**src/rtl/spi_regbank.sv**
```systemverilog
// SPI (mode 0) register-bank peripheral. Frames are R/W, address and data,
// MSB first. Writes commit on nCS rise; reads shift register contents on CIPO.
module spi_regbank #(
  parameter int NUM_REGS = 5,
  parameter int ADDR_W   = 7,
  parameter int DATA_W   = 8
) (
  input  logic                         clk,
  input  logic                         rst,
  input  logic                         sclk,
  input  logic                         COPI,
  input  logic                         nCS,
  output logic                         CIPO,
  output logic                         CIPO_oe,
  output logic [NUM_REGS*DATA_W-1:0]   regs_flat,
  output logic                         wr_strobe,
  output logic [ADDR_W-1:0]            wr_addr,
  output logic                         frame_err
);

  localparam int FRAME_W = 1 + ADDR_W + DATA_W;
  localparam int CNT_W   = $clog2(FRAME_W + 2);
  localparam int IDX_W   = (NUM_REGS > 1) ? $clog2(NUM_REGS) : 1;
  localparam int SH_W    = (ADDR_W > DATA_W) ? ADDR_W : DATA_W;

  typedef enum logic [1:0] {S_IDLE, S_ADDR, S_DATA, S_DONE} state_t;

  logic [2:0]        r_sclk_sync;
  logic [2:0]        r_ncs_sync;
  logic [1:0]        r_copi_sync;
  logic [1:0]        r_sync_vld;
  logic              r_armed;
  state_t            r_state;
  state_t            w_state_nxt;
  logic [CNT_W-1:0]  r_bit_cnt;
  logic [SH_W-1:0]   r_shift_in;
  logic              r_rw;
  logic [ADDR_W-1:0] r_addr;
  logic              r_addr_ok;
  logic [DATA_W-1:0] r_shift_out;
  logic              r_cipo;
  logic [DATA_W-1:0] r_regs [NUM_REGS];

  logic              w_sclk_rise, w_sclk_fall, w_ncs_rise, w_ncs_fall, w_copi;
  logic [ADDR_W:0]   w_hdr;
  logic [ADDR_W-1:0] w_hdr_addr;
  logic              w_hdr_ok;
  logic [IDX_W-1:0]  w_rd_idx, w_wr_idx;
  logic              w_last_addr_bit, w_last_data_bit;
  logic              w_start, w_shift, w_hdr_done, w_end, w_valid;
  logic              w_commit_wr, w_commit_err, w_cipo_active, w_cipo_shift;

  // Bring the SPI pins into the clk domain and arm once nCS is seen high.
  // NOTE: state is updated with non-blocking assignments so every flop samples
  // the pre-edge values of its neighbours, exactly like real hardware.
  always_ff @(posedge clk) begin
    if (rst) begin
      r_sclk_sync <= '0;
      r_ncs_sync  <= '1;
      r_copi_sync <= '0;
      r_sync_vld  <= '0;
      r_armed     <= 1'b0;
    end else begin
      r_sclk_sync <= {r_sclk_sync[1:0], sclk};
      r_ncs_sync  <= {r_ncs_sync[1:0], nCS};
      r_copi_sync <= {r_copi_sync[0], COPI};
      r_sync_vld  <= {r_sync_vld[0], 1'b1};
      // A frame already running when reset ends is skipped: the chain must
      // carry a real high nCS sample before any falling edge is accepted.
      if (r_sync_vld[1] && r_ncs_sync[1]) r_armed <= 1'b1;
    end
  end

  assign w_sclk_rise = r_sclk_sync[1] & ~r_sclk_sync[2];
  assign w_sclk_fall = ~r_sclk_sync[1] & r_sclk_sync[2];
  assign w_ncs_rise  = r_ncs_sync[1] & ~r_ncs_sync[2];
  assign w_ncs_fall  = ~r_ncs_sync[1] & r_ncs_sync[2];
  assign w_copi      = r_copi_sync[1];

  assign w_hdr           = {r_shift_in[ADDR_W-1:0], w_copi};
  assign w_hdr_addr      = w_hdr[ADDR_W-1:0];
  assign w_hdr_ok        = int'(w_hdr_addr) < NUM_REGS;
  assign w_rd_idx        = w_hdr_addr[IDX_W-1:0];
  assign w_wr_idx        = r_addr[IDX_W-1:0];
  assign w_last_addr_bit = (r_bit_cnt == CNT_W'(ADDR_W));
  assign w_last_data_bit = (r_bit_cnt == CNT_W'(FRAME_W - 1));

  // FSM state register.
  always_ff @(posedge clk) begin
    if (rst) r_state <= S_IDLE;
    else     r_state <= w_state_nxt;
  end

  // FSM next state; an nCS rise ends any frame in progress.
  // NOTE: the default assignment up front keeps this purely combinational;
  // a path that left w_state_nxt unassigned would infer a latch.
  always_comb begin
    w_state_nxt = r_state;
    case (r_state)
      S_IDLE:  if (w_ncs_fall && r_armed)            w_state_nxt = S_ADDR;
      S_ADDR:  if (w_sclk_rise && w_last_addr_bit)   w_state_nxt = S_DATA;
      S_DATA:  if (w_sclk_rise && w_last_data_bit)   w_state_nxt = S_DONE;
      S_DONE:  w_state_nxt = S_DONE;
      default: w_state_nxt = S_IDLE;
    endcase
    if (r_state != S_IDLE && w_ncs_rise) w_state_nxt = S_IDLE;
  end

  // FSM outputs: datapath controls derived from state and synchronised edges.
  always_comb begin
    w_start       = (r_state == S_IDLE) && w_ncs_fall && r_armed;
    w_shift       = (r_state != S_IDLE) && w_sclk_rise;
    w_hdr_done    = (r_state == S_ADDR) && w_sclk_rise && w_last_addr_bit;
    w_end         = (r_state != S_IDLE) && w_ncs_rise;
    w_valid       = (r_bit_cnt == CNT_W'(FRAME_W)) && r_addr_ok;
    w_commit_wr   = w_end && w_valid && r_rw;
    w_commit_err  = w_end && !w_valid;
    w_cipo_active = (r_state == S_DATA) && !r_rw;
    w_cipo_shift  = w_cipo_active && w_sclk_fall;
  end

  // Frame datapath: bit counter, input shifter, header latch and read shifter.
  always_ff @(posedge clk) begin
    if (rst) begin
      r_bit_cnt   <= '0;
      r_shift_in  <= '0;
      r_rw        <= 1'b0;
      r_addr      <= '0;
      r_addr_ok   <= 1'b0;
      r_shift_out <= '0;
      r_cipo      <= 1'b0;
    end else begin
      if (w_start) begin
        r_bit_cnt  <= '0;
        r_shift_in <= '0;
        r_rw       <= 1'b0;
        r_addr     <= '0;
        r_addr_ok  <= 1'b0;
      end else if (w_shift) begin
        r_shift_in <= {r_shift_in[SH_W-2:0], w_copi};
        // Saturating one past a full frame marks an overlength frame.
        if (r_bit_cnt != CNT_W'(FRAME_W + 1)) r_bit_cnt <= r_bit_cnt + CNT_W'(1);
      end
      if (w_hdr_done) begin
        r_rw        <= w_hdr[ADDR_W];
        r_addr      <= w_hdr_addr;
        r_addr_ok   <= w_hdr_ok;
        r_shift_out <= w_hdr_ok ? r_regs[w_rd_idx] : '0;
      end else if (w_cipo_shift) begin
        r_shift_out <= r_shift_out << 1;
      end
      if (!w_cipo_active)   r_cipo <= 1'b0;
      else if (w_cipo_shift) r_cipo <= r_shift_out[DATA_W-1];
    end
  end

  // Register file and commit reporting.
  // NOTE: the bank is a handful of flops feeding live control logic, so it is
  // reset explicitly; a RAM-style array would instead be left unreset.
  always_ff @(posedge clk) begin
    if (rst) begin
      for (int i = 0; i < NUM_REGS; i++) r_regs[i] <= '0;
      wr_strobe <= 1'b0;
      frame_err <= 1'b0;
      wr_addr   <= '0;
    end else begin
      wr_strobe <= w_commit_wr;
      frame_err <= w_commit_err;
      if (w_commit_wr) begin
        r_regs[w_wr_idx] <= r_shift_in[DATA_W-1:0];
        wr_addr          <= r_addr;
      end
    end
  end

  for (genvar gi = 0; gi < NUM_REGS; gi++) begin : g_flat
    assign regs_flat[gi*DATA_W +: DATA_W] = r_regs[gi];
  end

  assign CIPO    = r_cipo;
  assign CIPO_oe = ~r_ncs_sync[1];

endmodule
```
**config.mk**
```make
export PLATFORM = sky130hd
export DESIGN_NAME = spi_regbank
export DESIGN_NICKNAME = d
export VERILOG_FILES = /design/src/rtl/spi_regbank.sv
export SDC_FILE = /design/constraint.sdc
export NUM_CORES = 1
export LEC_CHECK = 0
export CORE_ASPECT_RATIO = 2
export CORE_MARGIN = 1
export CORE_UTILIZATION = 45
export DETAILED_ROUTE_END_ITERATION = 6
export PLACE_DENSITY = 0.66
export SLEW_MARGIN = 10
export SYNTH_ARGS = -nofsm -noshare
export SYNTH_HDL_FRONTEND = slang
export SYNTH_SLANG_ARGS = --single-unit
```
**constraint.sdc**
```tcl
create_clock -name clk -period 3.3 [get_ports clk]
set_clock_uncertainty 0.15 [all_clocks]
set_input_delay 0.66 -clock clk [delete_from_list [all_inputs] [get_ports clk]]
set_output_delay 0.66 -clock clk [all_outputs]
set_load 0.02 [all_outputs]
```
==> run_summary.xml, run 1 <==
<?xml version="1.0" encoding="UTF-8"?>
<metrics>
  <group name="synth">
    <metric name="ys_ff_latch" unit="">117</metric>
    <metric name="cell_count_after_synthesis" unit="">395</metric>
    <metric name="synth_enable_flop_cells" unit="">64</metric>
    <metric name="post_synth_num_cell_types" unit="">42</metric>
    <metric name="yosys_warnings" unit="">0</metric>
    <metric name="share_of_the_synthesized_area_in_the_top_cell_type" unit="">0.392</metric>
    <metric name="leading_area_contributor_after_synthesis" unit="">edfxtp_1</metric>
    <metric name="yosys-top-cells-count" unit="">edfxtp_1 (64), dfxtp_1 (53), and2_1 (41)</metric>
    <metric name="synth_seq_area_share" unit="">0.608</metric>
    <metric name="post_synth_instance_area" unit="um2">4910</metric>
    <metric name="netlist_top_cells_area" unit="">edfxtp_1 (39%), dfxtp_1 (22%), mux4_2 (7.3%)</metric>
    <metric name="mappedNetlistNets" unit="">404</metric>
    <metric name="synthFlopType" unit="">edfxtp_1</metric>
    <metric name="postSynth.asyncResetShare" unit="">0</metric>
    <metric name="yosys.cell_count.top_type" unit="">edfxtp_1</metric>
    <metric name="syn_area_per_cell" unit="um2">12.4</metric>
  </group>
  <group name="worst_setup_path">
    <metric name="worst-path-max-fanout" unit="">13</metric>
    <metric name="timing.critical_path.slowest_cell_delay" unit="ns">0.70</metric>
    <metric name="cp_num_buf_inv" unit="">0</metric>
    <metric name="path_cells" unit="">or3b_1 &gt; or4_4 &gt; nor3_4 &gt; or2_1</metric>
    <metric name="timing.critical_path.from_type" unit="">flop</metric>
    <metric name="critPathArrivalTime" unit="ns">2.62</metric>
    <metric name="worstSetupEndpointType" unit="">flop</metric>
    <metric name="worstSetupPathType" unit="">reg2reg</metric>
    <metric name="crit_path_max_delay_family" unit="">simple AND/OR/NAND/NOR gates</metric>
    <metric name="crit_required" unit="ns">3.22</metric>
    <metric name="crit_path_top_delay_cell" unit="">or4_4</metric>
  </group>
  <group name="detailed_routing">
    <metric name="drt.antenna.violating_nets" unit="">0</metric>
    <metric name="wl_per_cell" unit="um">18.4</metric>
    <metric name="dr_total_vias" unit="">3234</metric>
    <metric name="drt_wl_total" unit="um">11200</metric>
    <metric name="drc_errors" unit="">0</metric>
    <metric name="vias_per_cell" unit="">5.33</metric>
    <metric name="drt_first_iter_violations" unit="">208</metric>
    <metric name="first_pass_iteration_count_of_the_detailed_router" unit="">4</metric>
  </group>
  <group name="layout">
    <metric name="multi_input_area" unit="um2">1780</metric>
    <metric name="fillerInstances" unit="">831</metric>
    <metric name="reg_area" unit="um2">2980</metric>
    <metric name="finish.net_count" unit="">466</metric>
    <metric name="num_antenna_cells" unit="">0</metric>
    <metric name="layout-drive-gt1-share" unit="">0.164</metric>
    <metric name="flow.area_growth_from_synthesis" unit="%">26.8</metric>
    <metric name="final_area" unit="um2">6230</metric>
  </group>
  <group name="timing">
    <metric name="slew_headroom" unit="">0.430</metric>
    <metric name="hold_slack" unit="ns">0.269</metric>
    <metric name="worst_slew_pin_slew" unit="ns">0.854</metric>
    <metric name="setup_viol_count_final" unit="">0</metric>
    <metric name="timing.final.crit_period" unit="ns">2.70</metric>
    <metric name="fin_setup_tns" unit="ns">0</metric>
    <metric name="fmax" unit="MHz">370</metric>
    <metric name="grt_setup_unrepaired" unit="">false</metric>
    <metric name="min_period_over_period" unit="">0.819</metric>
    <metric name="pins_over_their_slew_limit" unit="">0</metric>
    <metric name="final_hold_viol_count" unit="">0</metric>
  </group>
  <group name="status">
    <metric name="outcome" unit="">completed</metric>
  </group>
  <group name="floorplanning">
    <metric name="initial_core_utilization" unit="">0.466</metric>
    <metric name="die_x" unit="um">75.9</metric>
    <metric name="placeableCoreArea" unit="um2">10500</metric>
    <metric name="ios" unit="">56</metric>
    <metric name="std_cell_rows" unit="">53</metric>
    <metric name="fp.dieArea" unit="um2">11400</metric>
    <metric name="chipHeight" unit="um">150</metric>
  </group>
  <group name="global_routing">
    <metric name="grt_first_pass_wirelength" unit="um">17300</metric>
    <metric name="pin_count_of_the_biggest_net_entering_global_routing" unit="">43</metric>
    <metric name="groute.usage.overall" unit="">0.216</metric>
    <metric name="antenna_violations_before_repair" unit="">0</metric>
    <metric name="grt_overflow" unit="">0</metric>
    <metric name="first_global_vias" unit="">3236</metric>
  </group>
  <group name="clocking">
    <metric name="holdBufCountCts" unit="">0</metric>
    <metric name="clk_path_buf_depth" unit="">2</metric>
    <metric name="cts_tree" unit="">built</metric>
    <metric name="post_cts_buffers" unit="">0</metric>
    <metric name="insertion_delay" unit="ns">0.41</metric>
    <metric name="cts.htree.levels" unit="">4</metric>
    <metric name="number_of_buffers_created_by_cts" unit="">17</metric>
    <metric name="clkTransAtPathRegs" unit="ns">0.05</metric>
    <metric name="post_cts.resized_instances" unit="">0</metric>
    <metric name="cts_root_buffer" unit="">clkbuf_16</metric>
    <metric name="cts_num_sinks" unit="">117</metric>
  </group>
  <group name="hold_path">
    <metric name="holdCritPathClass" unit="">reg2reg</metric>
  </group>
  <group name="pwr">
    <metric name="power.density" unit="nW/um2">576</metric>
    <metric name="power.share.combinational" unit="">0.037</metric>
    <metric name="switching_power" unit="uW">719</metric>
    <metric name="power.share.sequential" unit="">0.437</metric>
    <metric name="switching_share" unit="">0.200</metric>
    <metric name="static-leakage-power" unit="uW">0.00214</metric>
    <metric name="power_report.internal_total" unit="uW">2870</metric>
    <metric name="vdd_ir_drop_max" unit="V">0.000325</metric>
    <metric name="power.clock.fraction" unit="">0.526</metric>
  </group>
  <group name="place">
    <metric name="buffer_ports.inserted" unit="">55</metric>
    <metric name="placement_stage_cell_area" unit="um2">5610</metric>
    <metric name="place.gp.congestion" unit="">0.815</metric>
    <metric name="dp_hpwl" unit="um">8020</metric>
  </group>
  <group name="run">
    <metric name="max-cap-violations" unit="">0</metric>
  </group>
</metrics>
==> worst register-to-register path, delay by kind of cell, from the launching register on <==
kind             cells  cell delay, ns
flip-flops           1            0.38
AND/OR/NAND/NOR      4            1.85
==> worst paths after layout <==
check / endpoint / from / cells after the start / slack, ns
worst min register to register: r_ncs_sync[1] / r_ncs_sync[0] / 1 / 0.27
worst max register to register: r_regs[1][4] / r_bit_cnt[4] / 4 / 0.60
worst min-delay path: r_ncs_sync[1] / r_ncs_sync[0] / 1 / 0.27
worst max-delay path: r_regs[1][4] / r_bit_cnt[4] / 4 / 0.60
==> state kept, by name (all words and copies together), names as in the netlist <==
| signal | flops |
|---|---|
| CIPO | 1 |
| frame_err | 1 |
| r_addr | 7 |
| r_addr_ok | 1 |
| r_armed | 1 |
| r_bit_cnt | 5 |
| r_copi_sync | 2 |
| r_ncs_sync | 3 |
| r_regs | 64 |
| r_rw | 1 |
| r_sclk_sync | 3 |
| r_shift_in | 8 |
| r_shift_out | 8 |
| r_state | 2 |
| r_sync_vld | 2 |
| wr_addr | 7 |
| wr_strobe | 1 |
==> cell usage in the layout, fill, tap and decap left out, types with 2 or more instances in the layout <==
master and instances:
edfxtp_1 64, clkdlybuf4s50_1 55, dfxtp_1 53, and2_1 41, nand2_1 33, a21oi_1 26
o21ai_0 23, clkbuf_16 17, mux4_2 16, nor2_1 15, inv_1 13, nand3_1 10
buf_4 10, nor2b_1 9, mux2_2 8, a221oi_1 7, or2_2 6, clkinv_2 5
nor4_1 4, nand2b_1 4, nor3_1 4, mux2i_1 4, ha_1 4, bufinv_16 4
or3b_1 3, nor4bb_1 3, xnor2_1 3, clkinvlp_4 3, and3_1 2, nor3_4 2
or2_1 2, a31oi_1 2, clkinv_4 2
==> cell type report <==
class                           instances  share of cell area
Clock inverter                         14              0.0297
Clock buffer                           18              0.0689
Inverter                               13             0.00784
Tap cell                              137              0.0275
Multi-Input combinational cell        243               0.286
Timing Repair Buffer                   65               0.100
Sequential cell                       117               0.479
==> kinds of logic (layout without fill, tap and decap cells) <==
kind of cell / after synthesis / after routing / synth area share
compound gates: 61 / 61 / 0.0701
xor+xnor: 3 / 3 / 0.00535
buf+inv: 35 / 110 / 0.0291
mux: 28 / 28 / 0.0999
flops: 117 / 117 / 0.608
simple gates: 147 / 147 / 0.178
fa+ha+maj: 4 / 4 / 0.0102
==> per-layer routing <==
| metal | GRT usage | wire (um) | vias to the layer above | part of all wire |
|---|---|---|---|---|
| met4 | 0.0806 | 286 | 0 | 0.026 |
| met3 | 0.0512 | 354 | 17 | 0.032 |
| met2 | 0.406 | 6480 | 85 | 0.58 |
| met1 | 0.220 | 4040 | 1581 | 0.36 |
| met5 | 0 | 0 | - | 0 |
| li1 | - | - | 1551 | - |
==> metrics by stage <==
step                      cells  total power, uW  utilization  worst slack [ns]
after floorplan             395             1670            -             0.710
after global placement      575             1730        0.532             0.583
final                       607             3590        0.590             0.596
after detailed placement    575             1730        0.532             0.492
after CTS                   607             3610        0.590             0.569
after global routing        607             3690        0.590             0.475
==> power by group through the flow <==
stage / logic, uW / clock network, uW / registers (uW)
global placement: 134 / 0 / 1600
finish: 133 / 1890 / 1570
floorplan: 56.0 / 0 / 1610
CTS: 135 / 1910 / 1570
global route: 142 / 1980 / 1570
detailed placement: 135 / 0 / 1600
Note: power is estimated with default switching activity, not from simulation.
==> inputs of run 2 (changes only) <==
==> constraint.sdc (replaced) <==
create_clock -name clk -period 2.78 [get_ports clk]
set_clock_uncertainty 0.15 [all_clocks]
set_input_delay 0.556 -clock clk [delete_from_list [all_inputs] [get_ports clk]]
set_output_delay 0.556 -clock clk [all_outputs]
set_load 0.02 [all_outputs]
==> run_summary.xml, run 2 (synthesis gave the netlist of run 1 again) <==
<?xml version="1.0" encoding="UTF-8"?>
<metrics>
  <group name="status">
    <metric name="outcome" unit="">completed</metric>
  </group>
  <group name="timing">
    <metric name="slew_headroom" unit="">0.453</metric>
    <metric name="final_hold_viol_count" unit="">0</metric>
    <metric name="pins_over_their_slew_limit" unit="">0</metric>
    <metric name="setup_viol_count_final" unit="">0</metric>
    <metric name="min_period_over_period" unit="">0.927</metric>
    <metric name="worst_slew_pin_slew" unit="ns">0.817</metric>
    <metric name="fin_setup_tns" unit="ns">0</metric>
    <metric name="grt_setup_unrepaired" unit="">false</metric>
    <metric name="fmax" unit="MHz">388</metric>
    <metric name="timing.final.ws_setup" unit="ns">0.202</metric>
    <metric name="timing.final.crit_period" unit="ns">2.58</metric>
  </group>
  <group name="clocking">
    <metric name="cts_tree" unit="">built</metric>
    <metric name="post_cts.resized_instances" unit="">0</metric>
    <metric name="cts.htree.levels" unit="">4</metric>
    <metric name="post_cts_buffers" unit="">0</metric>
    <metric name="number_of_buffers_created_by_cts" unit="">17</metric>
    <metric name="clkTransAtPathRegs" unit="ns">0.05</metric>
    <metric name="cts_num_sinks" unit="">117</metric>
    <metric name="clk_path_buf_depth" unit="">2</metric>
    <metric name="insertion_delay" unit="ns">0.42</metric>
    <metric name="cts_root_buffer" unit="">clkbuf_16</metric>
    <metric name="holdBufCountCts" unit="">0</metric>
  </group>
  <group name="worst_setup_path">
    <metric name="crit_required" unit="ns">2.70</metric>
    <metric name="r2r_slack" unit="ns">0.20</metric>
    <metric name="timing.critical_path.from_type" unit="">flop</metric>
    <metric name="regToRegStartpoint" unit="">r_bit_cnt[4]</metric>
    <metric name="path_cells" unit="">or3b_1 &gt; or4_4 &gt; nor3_4 &gt; or2_1</metric>
    <metric name="rr_worst_depth" unit="">4</metric>
    <metric name="critPathArrivalTime" unit="ns">2.50</metric>
    <metric name="crit_path_end" unit="">r_regs[3][1]</metric>
    <metric name="worstSetupPathType" unit="">reg2reg</metric>
    <metric name="worstSetupEndpointType" unit="">flop</metric>
    <metric name="worst-path-max-fanout" unit="">13</metric>
    <metric name="setup.worst_path.start" unit="">r_bit_cnt[4]</metric>
    <metric name="crit_path_top_delay_cell" unit="">or4_4</metric>
    <metric name="timing.critical_path.slowest_cell_delay" unit="ns">0.70</metric>
    <metric name="timing.rr.end" unit="">r_regs[3][1]</metric>
  </group>
  <group name="layout">
    <metric name="most_frequent_cells_in_the_layout" unit="">edfxtp_1 (64), clkdlybuf4s50_1 (55), dfxtp_1 (53), and2_1 (41), nand2_1 (33)</metric>
    <metric name="layout-drive-gt1-share" unit="">0.167</metric>
    <metric name="largest_registers" unit="">r_regs (64), r_shift_in (8), r_shift_out (8)</metric>
    <metric name="commonest_non_fill_non_tap_cell_in_the_layout" unit="">edfxtp_1</metric>
    <metric name="num_antenna_cells" unit="">0</metric>
    <metric name="flow.area_growth_from_synthesis" unit="%">28.3</metric>
    <metric name="fillerInstances" unit="">824</metric>
    <metric name="fin_util" unit="">0.597</metric>
    <metric name="instances_no_fill" unit="">616</metric>
    <metric name="top_register" unit="">r_regs</metric>
    <metric name="largest_register_ffs" unit="">64</metric>
    <metric name="finish.net_count" unit="">475</metric>
  </group>
  <group name="detailed_routing">
    <metric name="drt_first_iter_violations" unit="">165</metric>
    <metric name="drc_errors" unit="">0</metric>
    <metric name="drt_wl_total" unit="um">11600</metric>
    <metric name="wl_per_cell" unit="um">18.8</metric>
    <metric name="drt.antenna.violating_nets" unit="">0</metric>
    <metric name="vias_per_cell" unit="">5.37</metric>
    <metric name="first_pass_iteration_count_of_the_detailed_router" unit="">5</metric>
    <metric name="dr_total_vias" unit="">3306</metric>
  </group>
  <group name="floorplanning">
    <metric name="chipHeight" unit="um">150</metric>
    <metric name="ios" unit="">56</metric>
    <metric name="std_cell_rows" unit="">53</metric>
    <metric name="placeableCoreArea" unit="um2">10500</metric>
    <metric name="fp.dieArea" unit="um2">11400</metric>
    <metric name="initial_core_utilization" unit="">0.466</metric>
    <metric name="die_x" unit="um">75.9</metric>
  </group>
  <group name="pwr">
    <metric name="power.density" unit="nW/um2">687</metric>
    <metric name="static-leakage-power" unit="uW">0.00219</metric>
    <metric name="vdd_ir_drop_max" unit="V">0.000484</metric>
  </group>
  <group name="global_routing">
    <metric name="grt_first_pass_wirelength" unit="um">18000</metric>
    <metric name="pin_count_of_the_biggest_net_entering_global_routing" unit="">25</metric>
    <metric name="first_global_vias" unit="">3400</metric>
    <metric name="groute.usage.overall" unit="">0.227</metric>
    <metric name="grt_overflow" unit="">0</metric>
    <metric name="antenna_violations_before_repair" unit="">0</metric>
  </group>
  <group name="place">
    <metric name="post-place-cells" unit="">584</metric>
    <metric name="place.gp.congestion" unit="">0.832</metric>
    <metric name="dp_worst_setup_slack" unit="ns">0.218</metric>
    <metric name="dp_hpwl" unit="um">8230</metric>
    <metric name="buffer_ports.inserted" unit="">55</metric>
  </group>
  <group name="hold_path">
    <metric name="hp-start" unit="">r_ncs_sync[0]</metric>
    <metric name="holdCritPathClass" unit="">reg2reg</metric>
    <metric name="worst_hold_path.num_cells" unit="">1</metric>
  </group>
  <group name="run">
    <metric name="max-cap-violations" unit="">0</metric>
  </group>
</metrics>
## run 2: cell count changes in the layout (fill, tap and decap cells not counted)
cell and delta:
clkinvlp_4 -2, clkinv_1 +5, clkinv_2 -3, buf_4 +9, bufinv_16 +1, clkinv_4 -2
clkbuf_1 +1
## run 2: where the power goes
group	switching (uW)	internal, uW
Clock	739	1570
Sequential	16.6	1840
Combinational	87.7	73.3
Total	843	3480
## run 2: worst min-delay path by stage
stage | slack, ns | end
2_1_floorplan | 0.24 | r_ncs_sync[1]
3_3_place_gp | 0.25 | r_ncs_sync[1]
3_5_place_dp | 0.26 | r_ncs_sync[1]
4_1_cts | 0.27 | r_ncs_sync[1]
5_1_grt | 0.28 | r_ncs_sync[1]
6_report | 0.27 | r_ncs_sync[1]
## run 2: through the flow
step | hold WS [ns] | instance area, um2 | power (uW)
final | 0.269 | 6300 | 4330
after global routing | 0.285 | 6300 | 4440
after CTS | 0.272 | 6300 | 4360
after detailed placement | 0.259 | 5680 | 2060
after global placement | 0.250 | 5680 | 2060
after floorplan | 0.239 | 4910 | 1980
## run 2: worst max-delay path, delay by kind of cell (launching register included)
| kind | cells | cell delay, ns |
|---|---|---|
| DFF | 1 | 0.39 |
| and+or+nand+nor | 4 | 1.70 |
## run 2: cell type report
class / count / area, um2 / area share
multi-input cells: 243 / 1780 / 0.283
well taps: 137 / 171 / 0.0272
inverters: 13 / 48.8 / 0.00775
clock buffers: 19 / 433 / 0.0687
clock inverters: 13 / 186 / 0.0296
flip-flops and latches: 117 / 2980 / 0.474
repair buffers: 74 / 693 / 0.110
## run 2: layer usage
metal	vias up	global-route usage	routed length [um]
met1	1615	0.223	4160
met5	-	0	0
met3	30	0.0707	484
met2	92	0.394	6390
met4	0	0.140	541
li1	1569	-	-
==> inputs of run 3 (changes only) <==
--- a/config.mk
+++ b/config.mk
@@ -9,6 +9,7 @@
 export CORE_MARGIN = 1
 export CORE_UTILIZATION = 45
 export DETAILED_ROUTE_END_ITERATION = 6
+export MAX_ROUTING_LAYER = met4
 export PLACE_DENSITY = 0.66
 export SLEW_MARGIN = 10
 export SYNTH_ARGS = -nofsm -noshare
==> run_summary.xml, run 3 (synthesis gave the netlist of run 1 again) <==
<?xml version="1.0" encoding="UTF-8"?>
<metrics>
  <group name="status">
    <metric name="outcome" unit="">completed</metric>
  </group>
  <group name="pwr">
    <metric name="static-leakage-power" unit="uW">0.00219</metric>
    <metric name="power.clock.fraction" unit="">0.532</metric>
    <metric name="power.share.sequential" unit="">0.430</metric>
    <metric name="report.power.total" unit="uW">4320</metric>
    <metric name="vdd_ir_drop_max" unit="V">0.000480</metric>
    <metric name="power.density" unit="nW/um2">686</metric>
    <metric name="switching_share" unit="">0.194</metric>
    <metric name="power.share.combinational" unit="">0.037</metric>
    <metric name="switching_power" unit="uW">838</metric>
    <metric name="power_report.internal_total" unit="uW">3480</metric>
  </group>
  <group name="layout">
    <metric name="final_area" unit="um2">6300</metric>
    <metric name="fin_util" unit="">0.597</metric>
    <metric name="finish.net_count" unit="">475</metric>
    <metric name="fillerInstances" unit="">824</metric>
    <metric name="layout-drive-gt1-share" unit="">0.167</metric>
    <metric name="most_frequent_cells_in_the_layout" unit="">edfxtp_1 (64), clkdlybuf4s50_1 (55), dfxtp_1 (53), and2_1 (41), nand2_1 (33)</metric>
    <metric name="largest_registers" unit="">r_regs (64), r_shift_in (8), r_shift_out (8)</metric>
    <metric name="top_register" unit="">r_regs</metric>
    <metric name="largest_register_ffs" unit="">64</metric>
    <metric name="flow.area_growth_from_synthesis" unit="%">28.3</metric>
    <metric name="instances_no_fill" unit="">616</metric>
    <metric name="num_antenna_cells" unit="">0</metric>
    <metric name="commonest_non_fill_non_tap_cell_in_the_layout" unit="">edfxtp_1</metric>
  </group>
  <group name="floorplanning">
    <metric name="placeableCoreArea" unit="um2">10500</metric>
    <metric name="fp.dieArea" unit="um2">11400</metric>
    <metric name="die_x" unit="um">75.9</metric>
    <metric name="std_cell_rows" unit="">53</metric>
    <metric name="chipHeight" unit="um">150</metric>
    <metric name="ios" unit="">56</metric>
    <metric name="initial_core_utilization" unit="">0.466</metric>
  </group>
  <group name="detailed_routing">
    <metric name="dr_total_vias" unit="">3368</metric>
    <metric name="drc_errors" unit="">0</metric>
    <metric name="drt_first_iter_violations" unit="">202</metric>
    <metric name="wl_per_cell" unit="um">18.8</metric>
    <metric name="drt.antenna.violating_nets" unit="">0</metric>
    <metric name="first_pass_iteration_count_of_the_detailed_router" unit="">5</metric>
    <metric name="vias_per_cell" unit="">5.47</metric>
    <metric name="drt_wl_total" unit="um">11600</metric>
  </group>
  <group name="worst_setup_path">
    <metric name="rr_worst_depth" unit="">4</metric>
    <metric name="critPathArrivalTime" unit="ns">2.49</metric>
    <metric name="timing.critical_path.from_type" unit="">flop</metric>
    <metric name="worst-path-max-fanout" unit="">13</metric>
    <metric name="worstSetupEndpointType" unit="">flop</metric>
    <metric name="regToRegStartpoint" unit="">r_bit_cnt[4]</metric>
    <metric name="crit_required" unit="ns">2.70</metric>
    <metric name="timing.rr.end" unit="">r_regs[3][1]</metric>
    <metric name="worstSetupPathType" unit="">reg2reg</metric>
    <metric name="r2r_slack" unit="ns">0.21</metric>
  </group>
  <group name="global_routing">
    <metric name="pin_count_of_the_biggest_net_entering_global_routing" unit="">25</metric>
    <metric name="antenna_violations_before_repair" unit="">0</metric>
    <metric name="groute.usage.overall" unit="">0.233</metric>
    <metric name="first_global_vias" unit="">3397</metric>
    <metric name="grt_overflow" unit="">0</metric>
    <metric name="grt_first_pass_wirelength" unit="um">18000</metric>
  </group>
  <group name="hold_path">
    <metric name="holdCritPathClass" unit="">reg2reg</metric>
    <metric name="hold-path-endpoint" unit="">r_ncs_sync[1]</metric>
    <metric name="hp-start" unit="">r_ncs_sync[0]</metric>
    <metric name="worst_hold_path.num_cells" unit="">1</metric>
  </group>
  <group name="timing">
    <metric name="fin_setup_tns" unit="ns">0</metric>
    <metric name="min_period_over_period" unit="">0.923</metric>
    <metric name="timing.final.crit_period" unit="ns">2.57</metric>
    <metric name="final_hold_viol_count" unit="">0</metric>
    <metric name="pins_over_their_slew_limit" unit="">0</metric>
    <metric name="fmax" unit="MHz">390</metric>
    <metric name="setup_viol_count_final" unit="">0</metric>
    <metric name="slew_headroom" unit="">0.444</metric>
    <metric name="grt_setup_unrepaired" unit="">false</metric>
    <metric name="worst_slew_pin_slew" unit="ns">0.830</metric>
  </group>
  <group name="place">
    <metric name="post-place-cells" unit="">584</metric>
    <metric name="placement_stage_cell_area" unit="um2">5680</metric>
    <metric name="buffer_ports.inserted" unit="">55</metric>
    <metric name="dp_hpwl" unit="um">8230</metric>
    <metric name="place.gp.congestion" unit="">0.845</metric>
  </group>
  <group name="clocking">
    <metric name="cts_tree" unit="">built</metric>
    <metric name="cts_num_sinks" unit="">117</metric>
    <metric name="number_of_buffers_created_by_cts" unit="">17</metric>
    <metric name="cts.htree.levels" unit="">4</metric>
    <metric name="post_cts.resized_instances" unit="">0</metric>
    <metric name="holdBufCountCts" unit="">0</metric>
    <metric name="insertion_delay" unit="ns">0.41</metric>
    <metric name="clkTransAtPathRegs" unit="ns">0.05</metric>
    <metric name="post_cts_buffers" unit="">0</metric>
    <metric name="clk_path_buf_depth" unit="">2</metric>
    <metric name="cts_root_buffer" unit="">clkbuf_16</metric>
  </group>
  <group name="run">
    <metric name="max-cap-violations" unit="">0</metric>
  </group>
</metrics>
-- run 3: cell counts in the layout (fill, tap and decap cells not counted) --
No cell type changed its count.
-- run 3: worst max-delay path by stage --
stage / start / to / slack (ns) / cells past startpoint
4_1_cts: r_bit_cnt[4] / r_regs[3][1] / 0.21 / 4
2_1_floorplan: r_bit_cnt[2] / r_regs[5][0] / 0.19 / 4
6_report: r_bit_cnt[4] / r_regs[3][1] / 0.21 / 4
3_3_place_gp: r_bit_cnt[2] / r_regs[1][2] / 0.27 / 4
5_1_grt: r_bit_cnt[4] / r_regs[3][4] / 0.1 / 4
3_5_place_dp: r_bit_cnt[4] / r_regs[3][0] / 0.22 / 4
-- run 3: per-stage QoR --
stage          worst slack [ns]  hold WS (ns)
4_1_cts                   0.205         0.272
5_1_grt                  0.0999         0.285
6_report                  0.213         0.269
3_5_place_dp              0.218         0.259
2_1_floorplan             0.190         0.239
3_3_place_gp              0.274         0.250
-- run 3: layout make-up --
class                      instances  area, um2  share of cell area
multi-input combinational        243       1780               0.283
sequential                       117       2980               0.474
clock buffer                      19        433              0.0687
tap                              137        171              0.0272
clock inverter                    13        186              0.0296
timing repair buffer              74        693               0.110
inverter                          13       48.8             0.00775
-- run 3: worst max-delay path: stages (launching register included) --
cell and delay (ns):
dfxtp_1 0.38, or3b_1 0.41, or4_4 0.70, nor3_4 0.23, or2_1 0.35
-- run 3: per-layer routing --
layer  wire, um  vias up  GRT usage
li1           -     1569          -
met5          0        -          -
met1       4080     1641      0.224
met3        547       38     0.0707
met2       6380      120      0.394
met4        582        0      0.140
-- run 3: power groups by stage --
stage	sequential (uW)	clock [uW]	combinational, uW
after global routing	1860	2410	173
after detailed placement	1900	0	162
final	1860	2300	162
after global placement	1900	0	161
after floorplan	1920	0	66.5
after CTS	1860	2330	163
